$ cat src/rtl/ascon_rate_packer.sv
// ascon_rate_packer: packs BUS_W-bit bdi words into RATE_W-bit absorb blocks with ASCON 10* padding
// Ports: clk_i/rst_n_i clock and async active-low reset; bd_* input word stream (bdi_ready_o
// handshake, first byte in MSBs, contiguous byte mask); flush_i sync abort; blk_* padded
// block output with valid/ready handshake; seg_empty_o pulse for an empty AD segment;
// err_o sticky protocol error.
module ascon_rate_packer #(
    parameter int         BUS_W   = 32,
    parameter int         RATE_W  = 64,
    parameter logic [2:0] AD_TYPE = 3'd1,
    localparam int        BYTES   = BUS_W / 8,
    localparam int        RBYTES  = RATE_W / 8,
    localparam int        CW      = $clog2(RBYTES + 1)
) (
    input  logic              clk_i,
    input  logic              rst_n_i,
    input  logic [BUS_W-1:0]  bd_i,
    input  logic              bd_valid_i,
    input  logic [2:0]        bd_type_i,
    input  logic              bd_last_i,
    input  logic [BYTES-1:0]  bd_vld_byte_i,
    output logic              bdi_ready_o,
    input  logic              flush_i,
    output logic [RATE_W-1:0] blk_o,
    output logic              blk_valid_o,
    input  logic              blk_ready_i,
    output logic [2:0]        blk_type_o,
    output logic              blk_last_o,
    output logic              blk_pad_o,
    output logic [CW-1:0]     blk_bytes_o,
    output logic              seg_empty_o,
    output logic              err_o
);
    typedef enum logic [1:0] {IDLE, FILL, HOLD, PADB} state_t;

    localparam logic [RATE_W-1:0] PAD_BLK = {8'h80, {(RATE_W-8){1'b0}}};

    state_t            state_q, state_d;
    logic [RATE_W-1:0] acc_q, acc_d, blk_q, blk_d;
    logic [CW-1:0]     fill_q, fill_d, blk_bytes_q, blk_bytes_d;
    logic [2:0]        type_q, type_d, blk_type_q, blk_type_d;
    logic              blk_valid_q, blk_valid_d, blk_last_q, blk_last_d, blk_pad_q, blk_pad_d;
    logic              seg_empty_q, seg_empty_d, err_q, err_d, pend_q, pend_d;
    logic [BYTES-1:0]  mask_inv;
    logic [BUS_W-1:0]  word_m;
    logic [CW-1:0]     n, fill_n;
    logic [RATE_W-1:0] merged, padded;
    logic              bad;

    always_comb begin
        // contiguous-from-MSB masks have an inverse of the form 0..01..1
        mask_inv = ~bd_vld_byte_i;
        n        = CW'($countones(bd_vld_byte_i));
        fill_n   = fill_q + n;
        word_m   = '0;
        for (int i = 0; i < BYTES; i++)
            word_m[i*8 +: 8] = bd_vld_byte_i[i] ? bd_i[i*8 +: 8] : 8'h00;
        merged = acc_q | ((RATE_W'(word_m) << (RATE_W - BUS_W)) >> {fill_q, 3'b000});
        // a shift by the full width drops the pad byte for an exactly full block
        padded = merged | (PAD_BLK >> {fill_n, 3'b000});
        bad    = ((mask_inv & (mask_inv + BYTES'(1))) != '0) ||
                 (!bd_last_i && n != CW'(BYTES)) ||
                 (fill_q != '0 && bd_type_i != type_q);
        state_d     = state_q;
        acc_d       = acc_q;
        fill_d      = fill_q;
        type_d      = type_q;
        blk_d       = blk_q;
        blk_valid_d = blk_valid_q;
        blk_type_d  = blk_type_q;
        blk_last_d  = blk_last_q;
        blk_pad_d   = blk_pad_q;
        blk_bytes_d = blk_bytes_q;
        seg_empty_d = 1'b0;
        err_d       = err_q;
        pend_d      = pend_q;
        if (flush_i) begin
            state_d     = FILL;
            acc_d       = '0;
            fill_d      = '0;
            blk_valid_d = 1'b0;
            pend_d      = 1'b0;
        end else begin
            case (state_q)
                IDLE: state_d = FILL;
                FILL: if (bd_valid_i) begin
                    if (bad)
                        err_d = 1'b1;
                    else if (bd_last_i && bd_vld_byte_i == '0 && fill_q == '0 && bd_type_i == AD_TYPE)
                        seg_empty_d = 1'b1;
                    else if (bd_last_i || fill_n == CW'(RBYTES)) begin
                        // a full last block defers its pad byte to a separate pad-only block
                        state_d     = HOLD;
                        blk_d       = padded;
                        blk_valid_d = 1'b1;
                        blk_type_d  = bd_type_i;
                        blk_last_d  = bd_last_i && fill_n != CW'(RBYTES);
                        blk_pad_d   = fill_n != CW'(RBYTES);
                        blk_bytes_d = fill_n;
                        pend_d      = bd_last_i && fill_n == CW'(RBYTES);
                        acc_d       = '0;
                        fill_d      = '0;
                    end else begin
                        acc_d  = merged;
                        fill_d = fill_n;
                        type_d = bd_type_i;
                    end
                end
                HOLD: if (blk_ready_i) begin
                    state_d     = pend_q ? PADB : FILL;
                    blk_valid_d = pend_q;
                    blk_d       = pend_q ? PAD_BLK : blk_q;
                    blk_last_d  = pend_q | blk_last_q;
                    blk_pad_d   = pend_q | blk_pad_q;
                    blk_bytes_d = pend_q ? '0 : blk_bytes_q;
                    pend_d      = 1'b0;
                end
                PADB: if (blk_ready_i) begin
                    state_d     = FILL;
                    blk_valid_d = 1'b0;
                end
                default: state_d = IDLE;
            endcase
        end
    end

    always_ff @(posedge clk_i or negedge rst_n_i) begin
        if (!rst_n_i) begin
            state_q     <= IDLE;
            acc_q       <= '0;
            fill_q      <= '0;
            type_q      <= '0;
            blk_q       <= '0;
            blk_valid_q <= 1'b0;
            blk_type_q  <= '0;
            blk_last_q  <= 1'b0;
            blk_pad_q   <= 1'b0;
            blk_bytes_q <= '0;
            seg_empty_q <= 1'b0;
            err_q       <= 1'b0;
            pend_q      <= 1'b0;
        end else begin
            state_q     <= state_d;
            acc_q       <= acc_d;
            fill_q      <= fill_d;
            type_q      <= type_d;
            blk_q       <= blk_d;
            blk_valid_q <= blk_valid_d;
            blk_type_q  <= blk_type_d;
            blk_last_q  <= blk_last_d;
            blk_pad_q   <= blk_pad_d;
            blk_bytes_q <= blk_bytes_d;
            seg_empty_q <= seg_empty_d;
            err_q       <= err_d;
            pend_q      <= pend_d;
        end
    end

    assign bdi_ready_o = state_q == FILL;
    assign blk_o       = blk_q;
    assign blk_valid_o = blk_valid_q;
    assign blk_type_o  = blk_type_q;
    assign blk_last_o  = blk_last_q;
    assign blk_pad_o   = blk_pad_q;
    assign blk_bytes_o = blk_bytes_q;
    assign seg_empty_o = seg_empty_q;
    assign err_o       = err_q;
endmodule

$ cat config.mk
export PLATFORM = sky130hd
export DESIGN_NAME = ascon_rate_packer
export DESIGN_NICKNAME = d
export VERILOG_FILES = /design/src/rtl/ascon_rate_packer.sv
export SDC_FILE = /design/constraint.sdc
export NUM_CORES = 1
export LEC_CHECK = 0
export CORE_MARGIN = 10
export CORE_UTILIZATION = 35
export CTS_CLUSTER_SIZE = 10
export DETAILED_ROUTE_END_ITERATION = 8
export GPL_TIMING_DRIVEN = 1
export PLACE_DENSITY = 0.52
export SLEW_MARGIN = 10
export SYNTH_ARGS = -nofsm -noshare
export SYNTH_HDL_FRONTEND = slang
export SYNTH_SLANG_ARGS = --single-unit
$ cat constraint.sdc
create_clock -name clk_i -period 3.9 [get_ports clk_i]
set_input_delay 0.585 -clock clk_i [delete_from_list [all_inputs] [get_ports clk_i]]
set_output_delay 0.585 -clock clk_i [all_outputs]
set_load 0.01 [all_outputs]
==> results.yml, run 1 <==
sta:
  max-slew-margin-rel_pct: 43.7
  min_period_ns: 3.84
  finalHoldViolations: 0
  finalSetupViolations: 0
  worst_slew_pin_slew_ns: 0.844
  max_freq_mhz: 260
  finalClockSkew_ns: 0.0132
  hold-worst-slack_ns: 0.211
  final_min_period_over_clock_period_pct: 98.4
  rsz0062_at_grt: "false"
  final_max_slew_viol_count: 0
synthesis:
  synthArstFlopShare_pct: 100
  ys.warnings.count: 0
  synthCells: 896
  synthesis.nets: 954
  netlist-cell-type-count: 73
  mean_syn_cell_area_um2: 9.52
  synth-edff-count: 0
  synth_top_flop_cell: "dfrtp_1"
  post_synth_instance_area_um2: 8530
  synth.top_cell.area_share_pct: 44.0
  postSynthRegisterBits: 150
  synth_seq_area_share_pct: 44.0
  post_synth_main_area_contributors: "dfrtp_1 44%, mux2_2 8.0%, a21oi_1 4.9%"
  yosys.area.top_type: "dfrtp_1"
final_layout:
  design_area_um2: 11300
  final_net_count: 1106
  area.growth.synth_to_final_pct: 31.9
  drive_above_1_share_pct: 19.2
route:
  drt-initial-drc-count: 598
  drt-total-wl_mm: 28.3
  drt_pass1_iterations: 5
  number_of_nets_with_antenna_violations_after_routing: 0
  wire_per_inst_um: 20.4
  drt_drc: 0
  routed_via_density: 5.41
  total_via_count_after_detailed_routing: 7501
cts:
  cts_inserted_buffers: 17
  clockBufferDepth: 2
  worst_skew_pair.late_latency_ns: 0.43
  tritoncts: "built"
  postCtsHoldBufs: 0
  clock-sinks: 150
  cell_at_the_root_of_the_clock_tree: "clkbuf_16"
  clkSlewWorstSetupHoldPaths_ns: 0.07
  ctsHtreeMaxLevel: 4
worst_setup_path:
  worst-path-max-fanout: 7
  timing.critical_path.from_type: "primary input"
  setup_cp_type: "primary input to register"
  kind_of_end_point_of_the_critical_path: "register"
  worst_ep_arrival_time_ns: 4.15
  required_ns: 4.21
global_routing:
  grt_resource_usage_total_pct: 18.1
  globalRouteOverflowTotal: 0
  wire_length_of_the_first_global_routing_pass_mm: 44.2
  first_global_vias: 7362
  grt_start_max_net_pins: 84
  number_of_antenna_violations_at_the_first_check_in_global_routing: 2
floorplanning:
  standard_cell_row_count: 57
  start_util_pct: 35.3
  die_width_um: 176
  num_io_pins: 122
  die_height_um: 176
  design.die.area_um2: 31000
  core_region_area_um2: 24200
placement:
  gpl.final_weighted_congestion: 0.837
  port_buffers: 121
  post_dp_cell_area_um2: 10500
  place_hpwl_mm: 20.1
power:
  power.static_leakage_nw: 4.82
  pwr_density_cell_nw_per_um2: 516
  max-vdd-ir-drop_mv: 0.339
outcome:
  outcome: "finished clean"
job:
  cap_viol_max_count: 0
min_path:
  min_path_type: "primary input to async pin"
[metrics by stage]
step / TNS (ns) / total power, mW / setup slack, ns / util, % / cells
3_5_place_dp: -64.25 / 4.00 / -0.552 / 43.4 / 1344
6_report: 0 / 5.80 / 0.0606 / 46.6 / 1386
5_1_grt: 0 / 6.11 / 0.00595 / 46.6 / 1386
3_3_place_gp: -62.38 / 3.98 / -0.512 / 43.4 / 1344
4_1_cts: 0 / 5.87 / 0.00164 / 46.4 / 1383
2_1_floorplan: -9.24 / 3.04 / -0.219 / - / 896
[worst max-delay path: stages]
cell	delay [ns]
dlygate4sd2_1	0.28
inv_1	0.10
fa_1	0.52
inv_2	0.04
ha_4	0.15
ha_4	0.27
inv_2	0.04
fa_2	0.59
and3b_1	0.19
and4_1	0.23
o211ai_1	0.18
a21oi_4	0.24
buf_6	0.16
bufbuf_16	0.27
mux2_2	0.32
[sequential cells by signal, indices dropped and copies added (netlist names), 2 cells and up]
| signal | flops |
|---|---|
| acc_q | 64 |
| blk_bytes_o | 4 |
| blk_o | 64 |
| blk_type_o | 3 |
| fill_q | 4 |
| state_q | 2 |
| type_q | 3 |
[synth_stat cells, types with 3 or more instances]
cell type,instances
dfrtp_1,150
a21oi_1,83
nor2_1,68
nand2_1,66
mux2_2,61
o21ai_0,60
inv_1,39
clkbuf_1,38
and2_1,30
nand3_1,29
a31oi_1,21
o31ai_1,20
nand3b_1,19
nor3_1,16
buf_2,15
a211oi_1,13
o21a_1,12
ha_1,11
or3_1,11
a21o_1,9
and3_1,8
and3b_1,8
mux2i_1,8
mux4_2,8
a211o_1,7
o2bb2ai_1,7
nand2b_1,5
and2_0,4
o311a_1,4
xor2_1,4
buf_1,3
nor2b_1,3
nor4_1,3
o31a_1,3
[routing by layer]
| metal | global-route usage [%] | up-vias | share of wire, % |
|---|---|---|---|
| met5 | 0 | - | 0.025 |
| met4 | 3.85 | 2 | 1.1 |
| met3 | 3.99 | 26 | 6.7 |
| met2 | 27.4 | 232 | 45 |
| met1 | 25.8 | 3696 | 47 |
| li1 | - | 3545 | - |
[cells in the final DEF, fill, tap and decap left out, drive strengths merged, types with 13 or more instances in the layout]
| cell type | synthesis | layout |
|---|---|---|
| a211oi | 13 | 13 |
| a21oi | 84 | 84 |
| a31oi | 22 | 22 |
| and2 | 34 | 34 |
| buf | 22 | 72 |
| clkbuf | 38 | 20 |
| clkdlybuf4s50 | 0 | 117 |
| dfrtp | 150 | 150 |
| inv | 39 | 43 |
| mux2 | 61 | 61 |
| nand2 | 66 | 66 |
| nand3 | 30 | 30 |
| nand3b | 19 | 19 |
| nor2 | 68 | 68 |
| nor3 | 18 | 18 |
| o21ai | 61 | 61 |
| o31ai | 22 | 22 |
[cell families after synthesis]
family | synth area share [%]
flops | 44.0
buf+inv | 4.93
mux | 11.1
xor+xnor | 0.513
fa+ha+maj | 2.08
compound gates | 20.2
simple gates | 17.2
[worst paths after layout]
kind                                       start                    end  slack (ns)  cells after the start
setup reg to reg           fill_q[1]$_DFFE_PN0P_  blk_o[18]$_DFFE_PN0P_        0.90                      9
min in group clk_i          acc_q[0]$_DFFE_PN0P_   acc_q[0]$_DFFE_PN0P_        0.48                      2
setup / recovery                bd_vld_byte_i[1]  blk_o[18]$_DFFE_PN0P_        0.06                     15
hold / removal                           rst_n_i   acc_q[3]$_DFFE_PN0P_        0.21                      1
hold reg to reg             acc_q[0]$_DFFE_PN0P_   acc_q[0]$_DFFE_PN0P_        0.48                      2
max in group asynchronous                rst_n_i  acc_q[22]$_DFFE_PN0P_        2.80                      2
[layout make-up]
cell class	count	area [um2]
Tap cell	324	405
Clock buffer	20	447
Sequential cell	150	3750
Timing Repair Buffer	193	1870
Fill cell	2319	12900
Multi-Input combinational cell	645	4460
Antenna cell	1	2.50
Clock inverter	12	168
Inverter	41	154
[timing repair]
item	4_1_cts	5_1_grt
hold endpoints to repair	0	0
cloned	2	0
gates resized for setup	9	2
pin swaps	6	3
setup buffers	5	2
setup endpoints to repair	93	89
[where the power goes]
part / leakage, nW / internal [mW] / total (mW) / switching, mW
clock network: 0.290 / 1.04 / 1.76 / 0.726
logic: 2.50 / 1.07 / 2.04 / 0.969
registers: 2.02 / 1.84 / 2.00 / 0.160
Power figures use the tool's default switching activity.
==> inputs of run 2 (changes only) <==
--- a/config.mk
+++ b/config.mk
@@ -11,6 +11,7 @@
 export DETAILED_ROUTE_END_ITERATION = 8
 export GPL_TIMING_DRIVEN = 1
 export PLACE_DENSITY = 0.52
+export SETUP_SLACK_MARGIN = 0.5
 export SLEW_MARGIN = 10
 export SYNTH_ARGS = -nofsm -noshare
 export SYNTH_HDL_FRONTEND = slang
==> run 2 against run 1 <==
Net effect: utilization rose by 1.7 points; maximum frequency increased by 11%; flip-flop and latch count did not move; critical path depth rose by 1; global-route usage up 0.94 points; clock power up 9%; routed wire length increased by 4.5%; register-to-register slack about the same; non-clock buffer count is 6 higher; critical path type unchanged; largest power group unchanged.
==> results.yml, run 2 (synthesis results as in run 1) <==
sta:
  final_max_slew_viol_count: 0
  worst_slew_pin_slew_ns: 0.873
  max_freq_mhz: 289
  finalHoldViolations: 0
  finalClockSkew_ns: 0.00869
  final_min_period_over_clock_period_pct: 88.6
  finalSetupViolations: 0
  rsz0062_at_grt: "true"
  hold-worst-slack_ns: 0.171
  min_period_ns: 3.46
  max-slew-margin-rel_pct: 41.6
placement:
  place_hpwl_mm: 20.9
  post_dp_cell_area_um2: 10600
  port_buffers: 121
  gpl.final_weighted_congestion: 0.852
  dp.cells: 1345
power:
  netSwitchingFraction_pct: 31.9
  share_seq_of_total_power_pct: 32.6
  power.static_leakage_nw: 4.99
  switching_power_mw: 1.97
  internal_power_mw: 4.20
  power.combinational.fraction_pct: 36.3
  power_frac_clock_pct: 31.1
  pwr_density_cell_nw_per_um2: 529
  max-vdd-ir-drop_mv: 0.271
final_layout:
  multi_input_area_um2: 4690
  antennaDiodeCount: 0
  register_area_um2: 3750
  layout.cells.most_common_list: "149 x dfrtp_1, 117 x clkdlybuf4s50_1, 82 x a21oi_1"
  finish.cell_count_without_fillers: 1391
  final_common_cell: "dfrtp_1"
  design_area_um2: 11700
  area.growth.synth_to_final_pct: 36.8
  fill_cells: 2313
  final_net_count: 1112
  drive_above_1_share_pct: 22.1
worst_setup_path:
  worst-path-max-fanout: 7
  setup_cp_type: "primary input to register"
  worst_path_max_delay_cell: "fa_1"
  worst_ep_arrival_time_ns: 3.77
  timing.critical_path.max_delay_family: "adder cells"
  timing.critical_path.from_type: "primary input"
  kind_of_end_point_of_the_critical_path: "register"
  required_ns: 4.22
  timing.critical_path.buf_inv: 7
  timing.critical_path.cells: "buf_8, inv_4, fa_1, inv_2, ha_4, ha_4, inv_2, fa_2, xnor2_4, a2111oi_4, o211ai_1, a21oi_4, buf_6, buf_8, buf_16, mux2_4"
  timing.critical_path.slowest_cell_delay_ns: 0.54
outcome:
  outcome: "finished clean"
cts:
  clockBufferDepth: 2
  clock-sinks: 150
  worst_skew_pair.late_latency_ns: 0.43
  postCtsHoldBufs: 0
  cts_inserted_buffers: 17
  cell_at_the_root_of_the_clock_tree: "clkbuf_16"
  clkSlewWorstSetupHoldPaths_ns: 0.06
  ctsHtreeMaxLevel: 4
  tritoncts: "built"
floorplanning:
  design.die.area_um2: 31000
  core_region_area_um2: 24200
  start_util_pct: 35.3
  die_height_um: 176
  num_io_pins: 122
  standard_cell_row_count: 57
  die_width_um: 176
global_routing:
  globalRouteOverflowTotal: 0
  number_of_antenna_violations_at_the_first_check_in_global_routing: 0
  first_global_vias: 7742
  wire_length_of_the_first_global_routing_pass_mm: 45.9
  grt_resource_usage_total_pct: 19.0
  grt_start_max_net_pins: 76
route:
  total_via_count_after_detailed_routing: 7566
  number_of_nets_with_antenna_violations_after_routing: 0
  met2RoutedLength_mm: 13.9
  met3_length_mm: 1.81
  routed_via_density: 5.44
  drt_drc: 0
  drt_pass1_iterations: 5
  wire_per_inst_um: 21.3
  highest-signal-layer: "met4"
  drt-total-wl_mm: 29.6
  drt-initial-drc-count: 614
  drt-met1-wl_mm: 13.3
min_path:
  min_path_type: "primary input to async pin"
job:
  cap_viol_max_count: 0
run 2: metrics by stage:
step | util [%] | TNS (ns) | worst slack (ns) | total power, mW
2_1_floorplan | - | -9.11 | -0.217 | 3.06
3_3_place_gp | 44.0 | -45.83 | -0.438 | 4.05
3_5_place_dp | 44.0 | -53.13 | -0.515 | 4.06
4_1_cts | 47.8 | 0 | 0.474 | 6.18
5_1_grt | 48.3 | 0 | 0.341 | 6.48
6_report | 48.3 | 0 | 0.443 | 6.17
run 2: repair_timing:
action                                  in CTS  in global routing
buffers inserted                             9                  2
pin swaps                                   11                  0
resized for setup                           50                 17
endpoints found under the setup margin     147                 93
gates cloned                                 3                  0
run 2: power groups by stage:
| stage | Combinational [mW] | Clock [mW] | Sequential [mW] |
|---|---|---|---|
| global placement | 2.01 | 0 | 2.04 |
| floorplan | 0.932 | 0 | 2.13 |
| global route | 2.42 | 2.01 | 2.05 |
| CTS | 2.22 | 1.94 | 2.01 |
| finish | 2.24 | 1.92 | 2.01 |
| detailed placement | 2.03 | 0 | 2.04 |
run 2: layout make-up:
| cell class | instances | share of cell area, % |
|---|---|---|
| multi-input cells | 645 | 40.1 |
| flip-flops and latches | 150 | 32.2 |
| repair buffers | 199 | 17.1 |
| clock buffers | 19 | 3.88 |
| well taps | 324 | 3.47 |
| clock inverters | 13 | 1.85 |
| inverters | 41 | 1.34 |
run 2: path summary, 6_finish.rpt:
| path | slack [ns] | startpoint | cells past startpoint | end |
|---|---|---|---|---|
| setup reg to reg | 0.89 | fill_q[1]$_DFFE_PN0P_ | 10 | blk_o[2]$_DFFE_PN0P_ |
| min in group clk_i | 0.48 | err_o$_DFFE_PN0P_ | 1 | err_o$_DFFE_PN0P_ |
| max in group asynchronous | 2.72 | rst_n_i | 2 | acc_q[17]$_DFFE_PN0P_ |
| setup / recovery | 0.44 | bd_vld_byte_i[3] | 16 | blk_o[2]$_DFFE_PN0P_ |
| hold / removal | 0.17 | rst_n_i | 1 | blk_o[26]$_DFFE_PN0P_ |
| hold reg to reg | 0.48 | err_o$_DFFE_PN0P_ | 1 | err_o$_DFFE_PN0P_ |
run 2: per-layer routing:
layer,up-vias,global-route usage [%]
met5,-,0
met3,25,3.70
met2,227,30.6
met1,3758,25.4
met4,0,5.40
li1,3556,-
